`src/rtl/regfile_2r1w_pc_if.sv`:
```
// regfile_2r1w_pc_if: bundle of decode / writeback / fetch signals around the
// register file.
//
// Parameters: DATA_W (register and PC width), ADDR_W (register address width).
//
// Signals (directions as seen from the register file, modport "slave"):
//   rs1_addr, rs2_addr   in   read addresses
//   rs1_data, rs2_data   out  read data (combinational)
//   rs1_busy, rs2_busy   out  pending bit of the addressed register
//   wr_en/wr_addr/wr_data  in  writeback port
//   mark_en/mark_addr    in   claim a register for an in-flight producer
//   pc_stall, pc_load, pc_load_val  in  program counter control
//   pc_out               out  current program counter
// The "master" modport is the pipeline side that drives addresses and controls.
interface regfile_2r1w_pc_if #(
  parameter int DATA_W = 32,
  parameter int ADDR_W = 4
);
  logic [ADDR_W-1:0] rs1_addr;
  logic [DATA_W-1:0] rs1_data;
  logic              rs1_busy;
  logic [ADDR_W-1:0] rs2_addr;
  logic [DATA_W-1:0] rs2_data;
  logic              rs2_busy;
  logic              wr_en;
  logic [ADDR_W-1:0] wr_addr;
  logic [DATA_W-1:0] wr_data;
  logic              mark_en;
  logic [ADDR_W-1:0] mark_addr;
  logic              pc_stall;
  logic              pc_load;
  logic [DATA_W-1:0] pc_load_val;
  logic [DATA_W-1:0] pc_out;

  modport master (
    output rs1_addr, rs2_addr, wr_en, wr_addr, wr_data, mark_en, mark_addr,
           pc_stall, pc_load, pc_load_val,
    input  rs1_data, rs1_busy, rs2_data, rs2_busy, pc_out
  );

  modport slave (
    input  rs1_addr, rs2_addr, wr_en, wr_addr, wr_data, mark_en, mark_addr,
           pc_stall, pc_load, pc_load_val,
    output rs1_data, rs1_busy, rs2_data, rs2_busy, pc_out
  );
endinterface

```
`src/rtl/regfile_2r1w_pc.sv`:
```
// regfile_2r1w_pc: general-purpose register file with two combinational read
// ports, one synchronous write port, a per-register pending scoreboard and the
// fetch program counter.
//
// Ports:
//   clk    rising-edge clock
//   reset  asynchronous active-low reset (clears registers, pending bits, PC)
//   bus    regfile_2r1w_pc_if.slave: read ports, write port, mark port, PC
//
// Addresses >= NUM_REGS read as 0 / not busy; writes and marks to them are
// dropped.
//
// Optional feature, macro REGFILE_BYPASS_EN: when defined, a read port whose
// address matches an in-range write in the same cycle returns wr_data, and its
// busy bit reflects only a same-cycle mark to that address. When undefined,
// written data becomes visible the cycle after the write edge.
module regfile_2r1w_pc #(
  parameter int                 DATA_W   = 32,
  parameter int                 ADDR_W   = 4,
  parameter int                 NUM_REGS = 16,
  parameter int                 PC_STEP  = 4,
  parameter logic [DATA_W-1:0]  PC_RESET = '0
) (
  input logic              clk,
  input logic              reset,
  regfile_2r1w_pc_if.slave bus
);

  logic [DATA_W-1:0]   regs [NUM_REGS];
  logic [NUM_REGS-1:0] pending;
  logic [DATA_W-1:0]   pc_q;

  // NOTE: the register array is reset like any other state so nothing ever
  // reads X; with a small register file this is cheap and keeps reads defined.
  always_ff @(posedge clk or negedge reset) begin
    if (!reset) begin
      for (int i = 0; i < NUM_REGS; i++) begin
        regs[i] <= '0;
      end
      pending <= '0;
    end else begin
      // Address decode by comparison against each implemented index: an
      // out-of-range address matches nothing, so it is dropped without ever
      // indexing the array.
      for (int i = 0; i < NUM_REGS; i++) begin
        if (bus.wr_en && bus.wr_addr == ADDR_W'(i)) begin
          // NOTE: non-blocking assignment for all clocked state so every
          // register samples pre-edge values regardless of statement order.
          regs[i] <= bus.wr_data;
        end
        // A mark on the same edge as the write wins: the new producer owns it.
        if (bus.mark_en && bus.mark_addr == ADDR_W'(i)) begin
          pending[i] <= 1'b1;
        end else if (bus.wr_en && bus.wr_addr == ADDR_W'(i)) begin
          pending[i] <= 1'b0;
        end
      end
    end
  end

  // Program counter: load beats stall, stall beats increment; wraps silently.
  always_ff @(posedge clk or negedge reset) begin
    if (!reset) begin
      pc_q <= PC_RESET;
    end else if (bus.pc_load) begin
      pc_q <= bus.pc_load_val;
    end else if (!bus.pc_stall) begin
      pc_q <= pc_q + DATA_W'(PC_STEP);
    end
  end

  assign bus.pc_out = pc_q;

  logic [DATA_W-1:0] rs1_stored, rs2_stored;
  logic              rs1_pend, rs2_pend;

  // NOTE: every always_comb output gets a default first; otherwise an address
  // that matches no register would hold the previous value and infer a latch.
  always_comb begin
    rs1_stored = '0;
    rs2_stored = '0;
    rs1_pend   = 1'b0;
    rs2_pend   = 1'b0;
    for (int i = 0; i < NUM_REGS; i++) begin
      if (bus.rs1_addr == ADDR_W'(i)) begin
        rs1_stored = regs[i];
        rs1_pend   = pending[i];
      end
      if (bus.rs2_addr == ADDR_W'(i)) begin
        rs2_stored = regs[i];
        rs2_pend   = pending[i];
      end
    end
  end

`ifdef REGFILE_BYPASS_EN
  localparam logic [ADDR_W:0] NUM_REGS_X = (ADDR_W + 1)'(NUM_REGS);

  logic wr_live;
  logic rs1_hit, rs2_hit;

  // Only an in-range write may forward; an ignored write must stay invisible.
  assign wr_live = bus.wr_en && ({1'b0, bus.wr_addr} < NUM_REGS_X);
  assign rs1_hit = wr_live && (bus.wr_addr == bus.rs1_addr);
  assign rs2_hit = wr_live && (bus.wr_addr == bus.rs2_addr);

  // A forwarded value is complete unless a new producer claims the register
  // on the same edge.
  assign bus.rs1_data = rs1_hit ? bus.wr_data : rs1_stored;
  assign bus.rs2_data = rs2_hit ? bus.wr_data : rs2_stored;
  assign bus.rs1_busy = rs1_hit ? (bus.mark_en && bus.mark_addr == bus.rs1_addr) : rs1_pend;
  assign bus.rs2_busy = rs2_hit ? (bus.mark_en && bus.mark_addr == bus.rs2_addr) : rs2_pend;
`else
  assign bus.rs1_data = rs1_stored;
  assign bus.rs2_data = rs2_stored;
  assign bus.rs1_busy = rs1_pend;
  assign bus.rs2_busy = rs2_pend;
`endif

endmodule

```
`src/flat_wrapper.sv`:
```
// flat-port wrapper written by rule: the top's interface ports become plain ports
module regfile_2r1w_pc_flat 
#(
  parameter int                 DATA_W   = 32,
  parameter int                 ADDR_W   = 4,
  parameter int                 NUM_REGS = 16,
  parameter int                 PC_STEP  = 4,
  parameter logic [DATA_W-1:0]  PC_RESET = '0
)
  (clk, reset, bus_rs1_addr, bus_rs2_addr, bus_wr_en, bus_wr_addr, bus_wr_data, bus_mark_en, bus_mark_addr, bus_pc_stall, bus_pc_load, bus_pc_load_val, bus_rs1_data, bus_rs1_busy, bus_rs2_data, bus_rs2_busy, bus_pc_out);
  regfile_2r1w_pc_if #(.DATA_W(DATA_W), .ADDR_W(ADDR_W)) bus_i ();
  input logic clk;
  input logic reset;
  input wire logic [$bits(bus_i.rs1_addr)-1:0] bus_rs1_addr;
  input wire logic [$bits(bus_i.rs2_addr)-1:0] bus_rs2_addr;
  input wire logic [$bits(bus_i.wr_en)-1:0] bus_wr_en;
  input wire logic [$bits(bus_i.wr_addr)-1:0] bus_wr_addr;
  input wire logic [$bits(bus_i.wr_data)-1:0] bus_wr_data;
  input wire logic [$bits(bus_i.mark_en)-1:0] bus_mark_en;
  input wire logic [$bits(bus_i.mark_addr)-1:0] bus_mark_addr;
  input wire logic [$bits(bus_i.pc_stall)-1:0] bus_pc_stall;
  input wire logic [$bits(bus_i.pc_load)-1:0] bus_pc_load;
  input wire logic [$bits(bus_i.pc_load_val)-1:0] bus_pc_load_val;
  output wire logic [$bits(bus_i.rs1_data)-1:0] bus_rs1_data;
  output wire logic [$bits(bus_i.rs1_busy)-1:0] bus_rs1_busy;
  output wire logic [$bits(bus_i.rs2_data)-1:0] bus_rs2_data;
  output wire logic [$bits(bus_i.rs2_busy)-1:0] bus_rs2_busy;
  output wire logic [$bits(bus_i.pc_out)-1:0] bus_pc_out;
  assign bus_i.rs1_addr = bus_rs1_addr;
  assign bus_i.rs2_addr = bus_rs2_addr;
  assign bus_i.wr_en = bus_wr_en;
  assign bus_i.wr_addr = bus_wr_addr;
  assign bus_i.wr_data = bus_wr_data;
  assign bus_i.mark_en = bus_mark_en;
  assign bus_i.mark_addr = bus_mark_addr;
  assign bus_i.pc_stall = bus_pc_stall;
  assign bus_i.pc_load = bus_pc_load;
  assign bus_i.pc_load_val = bus_pc_load_val;
  assign bus_rs1_data = bus_i.rs1_data;
  assign bus_rs1_busy = bus_i.rs1_busy;
  assign bus_rs2_data = bus_i.rs2_data;
  assign bus_rs2_busy = bus_i.rs2_busy;
  assign bus_pc_out = bus_i.pc_out;
  regfile_2r1w_pc #(.DATA_W(DATA_W), .ADDR_W(ADDR_W), .NUM_REGS(NUM_REGS), .PC_STEP(PC_STEP), .PC_RESET(PC_RESET)) u_core (.clk(clk), .reset(reset), .bus(bus_i));
endmodule
```
`config.mk`:
```
export PLATFORM = sky130hd
export DESIGN_NAME = regfile_2r1w_pc_flat
export DESIGN_NICKNAME = d
export VERILOG_FILES = /design/src/rtl/regfile_2r1w_pc_if.sv /design/src/rtl/regfile_2r1w_pc.sv /design/src/flat_wrapper.sv
export SDC_FILE = /design/constraint.sdc
export NUM_CORES = 1
export LEC_CHECK = 0
export BUFFER_PORTS_ARGS = -buffer_cell sky130_fd_sc_hd__buf_2
export CAP_MARGIN = 20
export CORE_MARGIN = 8
export CORE_UTILIZATION = 50
export CTS_CLUSTER_SIZE = 14
export DETAILED_ROUTE_END_ITERATION = 12
export HOLD_SLACK_MARGIN = 0.15
export PLACE_DENSITY = 0.68
export SLEW_MARGIN = 20
export SYNTH_ARGS = -nofsm -noshare
export SYNTH_HDL_FRONTEND = slang
export SYNTH_SLANG_ARGS = --single-unit
```
`constraint.sdc`:
```
create_clock -name clk -period 3.1 [get_ports clk]
set_input_delay 0.775 -clock clk [delete_from_list [all_inputs] [get_ports clk]]
set_output_delay 0.775 -clock clk [all_outputs]
set_load 0.01 [all_outputs]
```
[Word level (Yosys, flattened, before mapping)]
Index checks and enable logic that the tools add are counted.
Widths: inputs -> output; s select.
Word-level totals
  register bits: 560
  bits of input ports: 86
  output and inout port bits: 98
Operators by class
  add/subtract/negate cells: 1
  eq/ne operators: 61
  mux-type cells: 98
  reductions and logical operators: 52
Operators by type and width (count)
  $mux 32: 34
  $eq 4x4->1 const B: 32
  $eq 4x3->1 const B: 16
  $mux 1: 64
  $add 32x3->32 const B: 1
  $eq 4x2->1 const B: 8
  $logic_and 1x1->1: 32
  $reduce_bool 2->1: 16
  $eq 4x1->1 const B: 4
  $logic_not 4->1: 4
  $ne 2x1->1 const B: 1

[Longest topological paths before layout]
  depth in word-level cells: 17
  mapped depth: 9

[Worst setup path after synthesis]
No wires, ideal clock.
  path kind: input to output
  start: in bus_rs1_addr[0]
  end: out bus_rs1_data[12]
  data arrival time: 2.257 ns
  slack: 0.068 ns
  stages: 8
  buffers on the path: 3
  path through: buf_2 buf_6 buf_2 mux4_2 mux2i_1 nor2_1 a21oi_1 o21ai_1
Between the ends
  longest elaborated chain between the ends: 17
Ends and longest elaborated chain
  start: declaration: line flat_wrapper.sv:14  | input wire logic [$bits(bus_i.rs1_addr)-1:0] bus_rs1_addr;
  $logic_not 4->1: line regfile_2r1w_pc.sv:85  | if (bus.rs1_addr == ADDR_W'(i)) begin
  $mux 32 (15 in series): line regfile_2r1w_pc.sv:85
  $mux 32 (*): line regfile_2r1w_pc.sv:85
  end: declaration: line flat_wrapper.sv:24  | output wire logic [$bits(bus_i.rs1_data)-1:0] bus_rs1_data;
Mark *: on every way between the ends. The rest lies on a longest branch, timed or not.

[Worst setup path in the final report]
  start: in bus_rs2_addr[2]
  end: out bus_rs2_data[5]
Between the ends
  longest elaborated chain between the ends: 17
Ends and longest elaborated chain
  start: declaration: line flat_wrapper.sv:15  | input wire logic [$bits(bus_i.rs2_addr)-1:0] bus_rs2_addr;
  $logic_not 4->1: line regfile_2r1w_pc.sv:89  | if (bus.rs2_addr == ADDR_W'(i)) begin
  $mux 32 (15 in series): line regfile_2r1w_pc.sv:89
  $mux 32 (*): line regfile_2r1w_pc.sv:89
  end: declaration: line flat_wrapper.sv:26  | output wire logic [$bits(bus_i.rs2_data)-1:0] bus_rs2_data;
Marks and branches as above.

==> impl_metrics.csv <==
group,metric,value,unit
yosys,synth_nets,2689,
critical_path,worstPathRequired,2.32,ns
route,wl,109000,um
floorplanning,die_y,265,um
timing,max_freq,312,MHz
cells_and_area,fillCellCount,4677,
timing,relSlewSlack,56.1,%
timing,finalWorstSetupSlack,-0.104,ns
timing,setup_viol,16,
yosys,synth.distinct_cells,78,
yosys,yosysTopAreaCellShare,45.2,%
critical_path,start_kind,"input pin",
placed_design,gp_congestion,0.937,
clock_network,cts_max_path_buffers,3,
timing,grt_setup_unrepaired,"true",
clock_network,tritoncts,"built",
route,vias,25300,
yosys,ys.warnings.count,0,
floorplanning,dieWidth,265,um
placed_design,dp_cells,3648,
global_routing,grt_start_max_net_pins,84,
cells_and_area,drive_above_1_share,48.7,%
timing,tightest_slew,0.659,ns
floorplanning,std_cell_rows,91,
yosys,avgSynthCellArea,11.9,um2
global_routing,antenna_found_initial,7,
yosys,ys_seq_area_share,45.2,%
global_routing,grt_pass1_wl,163000,um
global_routing,grt_pass1_vias,26300,
critical_path,crit_fanout,14,
cells_and_area,area_growth,25.7,%
cells_and_area,seq_area,14000,um2
yosys,yosysMostFrequentCell,"dfrtp_1",
power,leakagePower,16.8,nW
cells_and_area,final_cells,3830,
floorplanning,start_util,50.4,%
timing,skew,0.00582,ns
timing,fin_crit_sh,103,%
clock_network,cts_root_buffer,"clkbuf_16",
critical_path,cp-end-kind,"primary output",
critical_path,cp.arrival,2.43,ns
clock_network,insertion_delay,0.65,ns
placed_design,dp_hpwl,70500,um
floorplanning,io_pins,184,
clock_network,clkSinkCount,560,
timing,hold_viol_final,0,
global_routing,grtUsageTotal,30.0,%
run_status,violations,"negative setup slack",
power,power.total,24.0,mW
critical_path,crit_type,"in -> out",
clock_network,cts.clk_slew.worst_paths,0.06,ns
yosys,synth_flop_cell,"dfrtp_1",
placed_design,place_ws,-0.229,ns
placed_design,io_buffer_count,183,
yosys,syn_area,31000,um2
yosys,postSynth.asyncResetShare,100,%
route,drc,0,
run,drv_cap,0,
yosys,ys_top_cells_by_area,"dfrtp_1, mux2_2, mux4_2",
clock_network,htreeDepth,2,
power,peakVddDrop,0.505,mV
power,p_per_area,615,nW/um2
timing,slew_viol_final,0,
yosys,synth_edf_count,0,
route,wire_per_inst,28.4,um
yosys,syn_inst,2602,
route,via_per_inst,6.60,
yosys,synth_common_cells,"dfrtp_1, mux2_2, o21ai_0",
cells_and_area,nets,3073,
route,drt_pass1_iterations,6,
cells_and_area,multi_input_area,16400,um2
global_routing,grt-ovfl-total,0,
route,drt-initial-drc-count,2574,
floorplanning,die-area,70200,um2
floorplanning,fp.coreArea,61500,um2
timing,min_period,3.20,ns
route,drtAntennaViolNets,0,
yosys,yosysTopAreaCell,"dfrtp_1",
clock_network,cts_buffers,61,
yosys,synth-seq-cells,560,
hold_path,hold_path_class,"in -> reg",
run_status,status,"finished with violations",
through the flow:
stage / cell area (um2) / utilization, % / TNS, ns / hold WS (ns)
after floorplan: 31000 / - / 0 / 0.466
after global placement: 35000 / 56.9 / -7.04 / 0.489
after detailed placement: 35000 / 56.9 / -7.53 / 0.503
after CTS: 38100 / 61.9 / -1.08 / 0.306
after global routing: 39000 / 63.4 / -1.76 / 0.329
final: 39000 / 63.4 / -0.621 / 0.333
kinds of logic (layout without fill, tap and decap cells):
| kind of cell | Yosys count | count (layout) | synth area share (%) |
|---|---|---|---|
| compound gates | 579 | 579 | 12.0 |
| xor+xnor | 28 | 28 | 0.791 |
| fa+ha+maj | 1 | 1 | 0.0404 |
| buf+inv | 259 | 694 | 3.94 |
| flops | 560 | 560 | 45.2 |
| mux | 762 | 762 | 31.7 |
| other cells | 0 | 3 | 0 |
| simple gates | 413 | 413 | 6.27 |
area by class of cell:
| class | instances | area share [%] |
|---|---|---|
| antenna | 3 | 0.0193 |
| clock buffer | 85 | 4.46 |
| clock inverter | 29 | 1.03 |
| inverter | 17 | 0.202 |
| multi-input combinational | 1783 | 42.1 |
| sequential | 560 | 36.0 |
| tap | 790 | 2.54 |
| timing repair buffer | 563 | 13.7 |
what timing repair did:
action,4_1_cts,5_1_grt
endpoints found under the setup margin,66,62
resized for setup,107,136
endpoints found under the hold margin,48,0
hold buffers,1,0
pin swaps,37,48
setup buffers,28,25
gates cloned,9,8
worst paths after layout:
| path | startpoint | slack, ns | cells after the start | endpoint |
|---|---|---|---|---|
| max reg2reg | u_core.bus.pc_out[2] | 0.98 | 6 | u_core.bus.pc_out[22] |
| max in group asynchronous | reset | 1.48 | 4 | u_core.regs[432] |
| min in group asynchronous | reset | 0.65 | 2 | u_core.regs[23] |
| min | bus_pc_load_val[8] | 0.33 | 3 | u_core.bus.pc_out[8] |
| max | bus_rs2_addr[2] | -0.10 | 8 | bus_rs2_data[5] |
| min reg2reg | u_core.bus.pc_out[1] | 0.52 | 1 | u_core.bus.pc_out[1] |
routing by layer:
layer  routed length [um]  vias to the layer above  global-route usage [%]
met5                   27                        -                       0
li1                     -                    10600                       -
met1                42400                    12900                    38.7
met4                 5690                        4                    15.1
met2                50700                     1460                    47.6
met3                10100                      361                    6.63
worst max-delay path, cell delays in order:
cell and delay (ns):
buf_12 0.11, buf_12 0.14, nand2b_4 0.13, mux4_2 0.46, a211o_1 0.25, a32oi_2 0.22
a2bb2oi_2 0.18, buf_2 0.15
sequential cells by signal, summed over array words and instances (netlist names):
register,cells
u_core.bus.pc_out,32
u_core.pending,16
u_core.regs,512
power breakdown:
| part | leakage (nW) | internal, mW | switching (mW) | total (mW) |
|---|---|---|---|---|
| Combinational | 8.91 | 3.28 | 2.51 | 5.79 |
| Sequential | 6.85 | 8.97 | 1.42 | 10.4 |
| Clock | 1.06 | 4.65 | 3.15 | 7.80 |
placed cells by master (no fill, tap or decap), drive strengths merged, types with 82 or more instances in the layout:
cell type  synthesis  layout
dfrtp            560     560
mux2             559     559
buf              139     550
o21ai            207     207
nor2             136     136
nand2            125     125
mux4             121     121
a21oi            106     106
clkbuf           103      95
mux2i             82      82
Note: power is estimated with default switching activity, not from simulation.
